`config.mk`:
```
export PLATFORM = sky130hd
export DESIGN_NAME = sdram_rw_arbiter
export DESIGN_NICKNAME = d
export VERILOG_FILES = /design/src/rtl/sdram_rw_arbiter.sv
export SDC_FILE = /design/constraint.sdc
export NUM_CORES = 1
export LEC_CHECK = 0
export ABC_AREA = 1
export ABC_CLOCK_PERIOD_IN_PS = 4450
export BUFFER_PORTS_ARGS = -buffer_cell sky130_fd_sc_hd__buf_2
export CAP_MARGIN = 20
export CORE_MARGIN = 5
export CORE_UTILIZATION = 40
export DETAILED_ROUTE_END_ITERATION = 10
export GPL_ROUTABILITY_DRIVEN = 0
export PLACE_DENSITY = 0.59
export SLEW_MARGIN = 20
export SYNTH_ARGS = -nofsm -noshare
export SYNTH_HDL_FRONTEND = slang
export SYNTH_SLANG_ARGS = --single-unit
```
`constraint.sdc`:
```
create_clock -name Clk -period 4.45 [get_ports Clk]
set_input_delay 0.89 -clock Clk [delete_from_list [all_inputs] [get_ports Clk]]
set_output_delay 0.89 -clock Clk [all_outputs]
set_load 0.02 [all_outputs]
```
`src/rtl/sdram_rw_arbiter.sv`:
```
// Shares one SDRAM command port between the UART write FIFO drain, the TFT
// read FIFO refill and auto-refresh. Also owns the frame address counters.
module sdram_rw_arbiter #(
    parameter int BURST_LEN = 8,
    parameter int IMG_WORDS = 1000,
    parameter int ADDR_W    = 22,
    parameter int CNT_W     = 10,
    parameter int BASE_ADDR = 0
) (
    input  logic              Clk,
    input  logic              Rst,
    input  logic              init_done,
    input  logic              ref_tick,
    input  logic [CNT_W-1:0]  wr_level,
    input  logic [CNT_W-1:0]  rd_space,
    input  logic              cmd_ack,
    input  logic              cmd_done,
    output logic              cmd_wr,
    output logic              cmd_rd,
    output logic              cmd_ref,
    output logic [ADDR_W-1:0] cmd_addr,
    output logic [CNT_W-1:0]  cmd_len,
    output logic              frame_valid,
    output logic              frame_start,
    output logic              ref_overrun,
    output logic              busy
);

    localparam int PTR_W = $clog2(IMG_WORDS + 1);

    typedef enum logic [2:0] {
        S_IDLE = 3'd0,
        S_ARB  = 3'd1,
        S_REF  = 3'd2,
        S_WR   = 3'd3,
        S_RD   = 3'd4,
        S_WAIT = 3'd5
    } state_t;

    typedef enum logic [1:0] {
        OP_REF = 2'd0,
        OP_WR  = 2'd1,
        OP_RD  = 2'd2
    } op_t;

    // A burst never crosses the end of the frame, so the last one may be short.
    function automatic logic [CNT_W-1:0] burst_len(input logic [PTR_W-1:0] p);
        int rem;
        rem = IMG_WORDS - int'(p);
        if (rem < BURST_LEN) begin
            return CNT_W'(rem);
        end else begin
            return CNT_W'(BURST_LEN);
        end
    endfunction

    state_t            state_r, state_nx_s;
    op_t               cur_op_r, last_grant_r, grant_op_s;
    logic              grant_s, ack_s, fin_s;
    logic [PTR_W-1:0]  wr_ptr_r, rd_ptr_r;
    logic [PTR_W:0]    wr_sum_s, rd_sum_s;
    logic [CNT_W-1:0]  wr_len_s, rd_len_s;
    logic              wr_need_s, rd_need_s;
    logic              ref_pend_r, ref_overrun_r, frame_valid_r, frame_start_r;
    logic              cmd_wr_r, cmd_rd_r, cmd_ref_r, busy_r;
    logic [ADDR_W-1:0] cmd_addr_r;
    logic [CNT_W-1:0]  cmd_len_r;

    assign wr_len_s  = burst_len(wr_ptr_r);
    assign rd_len_s  = burst_len(rd_ptr_r);
    assign wr_need_s = (wr_level >= wr_len_s);
    assign rd_need_s = frame_valid_r && (rd_space >= rd_len_s);
    assign wr_sum_s  = {1'b0, wr_ptr_r} + (PTR_W+1)'(wr_len_s);
    assign rd_sum_s  = {1'b0, rd_ptr_r} + (PTR_W+1)'(rd_len_s);

    assign cmd_wr      = cmd_wr_r;
    assign cmd_rd      = cmd_rd_r;
    assign cmd_ref     = cmd_ref_r;
    assign cmd_addr    = cmd_addr_r;
    assign cmd_len     = cmd_len_r;
    assign frame_valid = frame_valid_r;
    assign frame_start = frame_start_r;
    assign ref_overrun = ref_overrun_r;
    assign busy        = busy_r;

    // Next-state decode, grant selection and ack/completion detection.
    always_comb begin
        state_nx_s = state_r;
        grant_s    = 1'b0;
        grant_op_s = OP_REF;
        ack_s      = 1'b0;
        fin_s      = 1'b0;
        case (state_r)
            S_IDLE: begin
                if (init_done) begin
                    state_nx_s = S_ARB;
                end else begin
                    state_nx_s = S_IDLE;
                end
            end
            S_ARB: begin
                if (ref_pend_r) begin
                    grant_s    = 1'b1;
                    grant_op_s = OP_REF;
                    state_nx_s = S_REF;
                end else if (wr_need_s && rd_need_s) begin
                    grant_s = 1'b1;
                    if (last_grant_r == OP_WR) begin
                        grant_op_s = OP_RD;
                        state_nx_s = S_RD;
                    end else begin
                        grant_op_s = OP_WR;
                        state_nx_s = S_WR;
                    end
                end else if (wr_need_s) begin
                    grant_s    = 1'b1;
                    grant_op_s = OP_WR;
                    state_nx_s = S_WR;
                end else if (rd_need_s) begin
                    grant_s    = 1'b1;
                    grant_op_s = OP_RD;
                    state_nx_s = S_RD;
                end else begin
                    state_nx_s = S_ARB;
                end
            end
            S_REF, S_WR, S_RD: begin
                if (cmd_ack) begin
                    ack_s = 1'b1;
                    // Same-cycle done is treated as ack immediately followed by done.
                    if (cmd_done) begin
                        fin_s      = 1'b1;
                        state_nx_s = S_ARB;
                    end else begin
                        state_nx_s = S_WAIT;
                    end
                end else begin
                    state_nx_s = state_r;
                end
            end
            S_WAIT: begin
                if (cmd_done) begin
                    fin_s      = 1'b1;
                    state_nx_s = S_ARB;
                end else begin
                    state_nx_s = S_WAIT;
                end
            end
            default: begin
                state_nx_s = S_IDLE;
            end
        endcase
    end

    // State register and busy flag.
    always_ff @(posedge Clk or posedge Rst) begin
        if (Rst) begin
            state_r <= S_IDLE;
            busy_r  <= 1'b0;
        end else begin
            state_r <= state_nx_s;
            busy_r  <= !((state_nx_s == S_IDLE) || (state_nx_s == S_ARB));
        end
    end

    // Refresh pending and sticky overrun tracking.
    always_ff @(posedge Clk or posedge Rst) begin
        if (Rst) begin
            ref_pend_r    <= 1'b0;
            ref_overrun_r <= 1'b0;
        end else begin
            ref_pend_r <= ref_tick || (ref_pend_r && !(ack_s && (state_r == S_REF)));
            if (ref_tick && ref_pend_r && !(ack_s && (state_r == S_REF))) begin
                ref_overrun_r <= 1'b1;
            end else begin
                ref_overrun_r <= ref_overrun_r;
            end
        end
    end

    // Command request registers: loaded on grant, dropped on ack.
    always_ff @(posedge Clk or posedge Rst) begin
        if (Rst) begin
            cmd_wr_r     <= 1'b0;
            cmd_rd_r     <= 1'b0;
            cmd_ref_r    <= 1'b0;
            cmd_addr_r   <= {ADDR_W{1'b0}};
            cmd_len_r    <= {CNT_W{1'b0}};
            cur_op_r     <= OP_REF;
            last_grant_r <= OP_RD;
        end else if (grant_s) begin
            cur_op_r  <= grant_op_s;
            cmd_wr_r  <= (grant_op_s == OP_WR);
            cmd_rd_r  <= (grant_op_s == OP_RD);
            cmd_ref_r <= (grant_op_s == OP_REF);
            case (grant_op_s)
                OP_WR: begin
                    cmd_addr_r <= ADDR_W'(BASE_ADDR) + ADDR_W'(wr_ptr_r);
                    cmd_len_r  <= wr_len_s;
                end
                OP_RD: begin
                    cmd_addr_r <= ADDR_W'(BASE_ADDR) + ADDR_W'(rd_ptr_r);
                    cmd_len_r  <= rd_len_s;
                end
                default: begin
                    cmd_addr_r <= {ADDR_W{1'b0}};
                    cmd_len_r  <= {CNT_W{1'b0}};
                end
            endcase
        end else if (ack_s) begin
            cmd_wr_r  <= 1'b0;
            cmd_rd_r  <= 1'b0;
            cmd_ref_r <= 1'b0;
            if (cur_op_r != OP_REF) begin
                last_grant_r <= cur_op_r;
            end else begin
                last_grant_r <= last_grant_r;
            end
        end else begin
            cmd_wr_r  <= cmd_wr_r;
            cmd_rd_r  <= cmd_rd_r;
            cmd_ref_r <= cmd_ref_r;
        end
    end

    // Frame pointers, frame_valid and the read-wrap pulse, advanced on completion.
    always_ff @(posedge Clk or posedge Rst) begin
        if (Rst) begin
            wr_ptr_r      <= {PTR_W{1'b0}};
            rd_ptr_r      <= {PTR_W{1'b0}};
            frame_valid_r <= 1'b0;
            frame_start_r <= 1'b0;
        end else begin
            frame_start_r <= 1'b0;
            if (fin_s && (cur_op_r == OP_WR)) begin
                if (wr_sum_s == (PTR_W+1)'(IMG_WORDS)) begin
                    wr_ptr_r      <= {PTR_W{1'b0}};
                    frame_valid_r <= 1'b1;
                end else begin
                    wr_ptr_r <= wr_sum_s[PTR_W-1:0];
                end
            end else if (fin_s && (cur_op_r == OP_RD)) begin
                if (rd_sum_s == (PTR_W+1)'(IMG_WORDS)) begin
                    rd_ptr_r      <= {PTR_W{1'b0}};
                    frame_start_r <= 1'b1;
                end else begin
                    rd_ptr_r <= rd_sum_s[PTR_W-1:0];
                end
            end else begin
                wr_ptr_r <= wr_ptr_r;
                rd_ptr_r <= rd_ptr_r;
            end
        end
    end

endmodule

```
==> impl_metrics.toml <==
[global_routing]
antenna_found_initial = 0
first_global_vias = 4273
grt_max_degree = 42
grt_usage = 0.177
grt_pass1_wl_mm = 20.8
overflow = 0

[finish]
areaGrowthSynthToFinish_pct = 15.5
layout.nets = 816
stdcell_area_sq_um = 5320
utilization = 0.468
drive_gt1_frac = 0.207
diodes = 0

[timing]
setup_violations = 0
tns_ps = 0
rsz0062_at_grt = "yes"
clock_skew_ps = 11.7
drv_slew = 0
final-hold-violation-count = 0
slew_headroom = 0.430
fin_crit_sh = 0.929
layout_min_cycle_time_ps = 4140
timing.fmax_mhz = 242
worst_pin_slew_ps = 854

[status]
outcome = "finished clean"

[worst_setup_path]
setup.worst_path.start = "wr_ptr_r[0]$_DFFE_PP0P_"
cp_max_fo = 13
worst_r2r_endpoint = "cmd_len[4]$_DFFE_PP0P_"
r2r_start = "wr_ptr_r[0]$_DFFE_PP0P_"
startpoint_type = "flop"
critPathKind = "flop to flop"
required_ps = 4690
crit_path_end = "cmd_len[4]$_DFFE_PP0P_"
cp_data_arrival_time_ps = 4370
r2r_slack_ps = 310
rr_worst_depth = 27
endpoint_kind = "flop"

[clocking]
clockBufferDepth = 2
numCtsBuffers = 5
tritoncts = "done"
h-tree-depth = 2
cts.sinks = 55
cts_root_buf = "clkbuf_16"
insertion_delay_ps = 300
clkTransAtPathRegs_ps = 80

[placed_design]
io_buffers = 52
dpl-instance-area_sq_um = 5040
hpwlAfterDp_mm = 10.1

[logic_synthesis]
async_flop_share = 1.00
avgSynthCellArea_sq_um = 6.67
synth_warnings = 0
synthFlopType = "dfrtp_1"
synthTopCellsByCount = "227 x nand2_1, 84 x inv_1, 64 x nand3_1"
synth_area_sq_um = 4610
ys_types = 42
yosysMostFrequentCell = "nand2_1"
synth-edff-count = 0
ys_seq_area_frac = 0.299
netlist_instances = 691
synth_top_area_cell = "dfrtp_1"
ys_ff_latch = 55
synth_area_leaders = "dfrtp_1 29%, nand2_1 18%, ha_1 8.4%"
yosysTopAreaCellShare = 0.293

[floorplan]
coreArea_sq_um = 11400
die_area_sq_um = 13800
die_x_microns = 117
io_pins = 65
num_rows = 39
initial_core_util = 0.405
die_y_microns = 117

[power]
power_leakage_nw = 2.81
power_mw = 1.86
irDropWorstVdd_uv = 196
power_density_nw_per_um2 = 350

[drt]
drtIter0Drc = 300
wl_per_cell_microns = 14.0
drt_wl_total_mm = 12.6
route.vias.total = 4570
vias_per_cell = 5.06
first_pass_iters = 5
drc = 0
detail-route-antenna-nets = 0

[flow_run]
drv_cap = 0

[hold_path]
worstHoldPathCells = 1
hold_class = "flop to flop"
## cells by family after synthesis
group | after synthesis | share of synthesized area
simple gates | 404 | 0.397
buf+inv | 120 | 0.113
compound gates | 75 | 0.0932
flops | 55 | 0.299
fa+ha+maj | 31 | 0.0842
xor+xnor | 5 | 0.0128
other cells | 1 | 0.000814
## registers in the layout (all words and copies together) (netlist names)
name / cells
cmd_wr: 1
cur_op_r: 2
frame_start: 1
frame_valid: 1
state_r: 3
cmd_len: 10
cmd_addr: 10
busy: 1
cmd_rd: 1
rd_ptr_r: 10
ref_pend_r: 1
wr_ptr_r: 10
cmd_ref: 1
ref_overrun: 1
last_grant_r: 2
## area by class of cell
class | instances | area [sq um]
clock inverter | 3 | 27.5
multi-input combinational | 527 | 2810
inverter | 96 | 368
sequential | 55 | 1380
timing repair buffer | 73 | 430
clock buffer | 5 | 125
tap | 143 | 179
fill | 1197 | 6050
timing repair inverter | 1 | 7.51
## what timing repair did
item	CTS	global route
gates resized for setup	1	18
gates cloned	0	1
hold buffers	0	0
setup buffers	0	7
setup endpoints to repair	18	22
pin swaps	0	1
## metal layers
layer  vias to the layer above  global-route usage  wire length, microns
li1                       2326                   -                     -
met1                      2136               0.251                  5960
met2                        91               0.294                  6070
met3                        17              0.0154                   398
met4                         0              0.0392                   179
met5                         -                   0                     0
## through the flow
| stage | setup slack [ps] | cells | hold WS, ps |
|---|---|---|---|
| finish | 315 | 903 | 466 |
| global route | -75.3 | 903 | 508 |
| CTS | 38.5 | 895 | 470 |
| detailed placement | -61.4 | 887 | 451 |
| global placement | -32.4 | 887 | 449 |
| floorplan | 439 | 702 | 450 |
## power by group
part / internal (mW) / total, mW / switching [mW]
combinational: 0.249 / 0.776 / 0.527
clock: 0.215 / 0.416 / 0.201
sequential: 0.582 / 0.670 / 0.0882
## worst min path at each step
stage	slack, ps	end	from
floorplan	450	last_grant_r[1]$_DFFE_PP1P_	last_grant_r[1]$_DFFE_PP1P_
global placement	450	ref_overrun$_DFFE_PP0P_	ref_overrun$_DFFE_PP0P_
detailed placement	450	ref_overrun$_DFFE_PP0P_	ref_overrun$_DFFE_PP0P_
CTS	470	ref_overrun$_DFFE_PP0P_	ref_overrun$_DFFE_PP0P_
global route	510	ref_overrun$_DFFE_PP0P_	ref_overrun$_DFFE_PP0P_
finish	470	ref_overrun$_DFFE_PP0P_	ref_overrun$_DFFE_PP0P_
## placed cells by master (no fill, tap or decap), types with 6 or more instances in the layout
cell	count
buf_2	52
inv_2	13
a21oi_1	19
nor2_1	47
nand2_1	225
nor2_2	11
o21ai_0	27
ha_1	30
dfrtp_1	54
nand3_1	63
conb_1	12
buf_4	20
nand2_2	24
o22ai_1	16
nor3_1	6
inv_1	79
nand4_1	9
## critical path, cell delays in order, from the launching register on
cell and delay, ps:
dfrtp_1 410, inv_2 120, ha_1 200, nand2_2 80, nand2_1 90, nand2_2 80, nand2_2 100, nand2_1 50
nand2_1 50, nand2_1 40, nor2_1 110, nand2_2 120, nand2_8 140, nand2_2 150, ha_1 340, a21oi_1 150
o21a_1 140, nand4_1 230, buf_4 230, a21boi_0 160, nor2_1 90, inv_2 90, ha_4 180, clkinvlp_4 190
buf_4 190, o22ai_1 120, nand3_1 100, nand2_1 70
No activity file was read; power rests on OpenSTA's default activity.
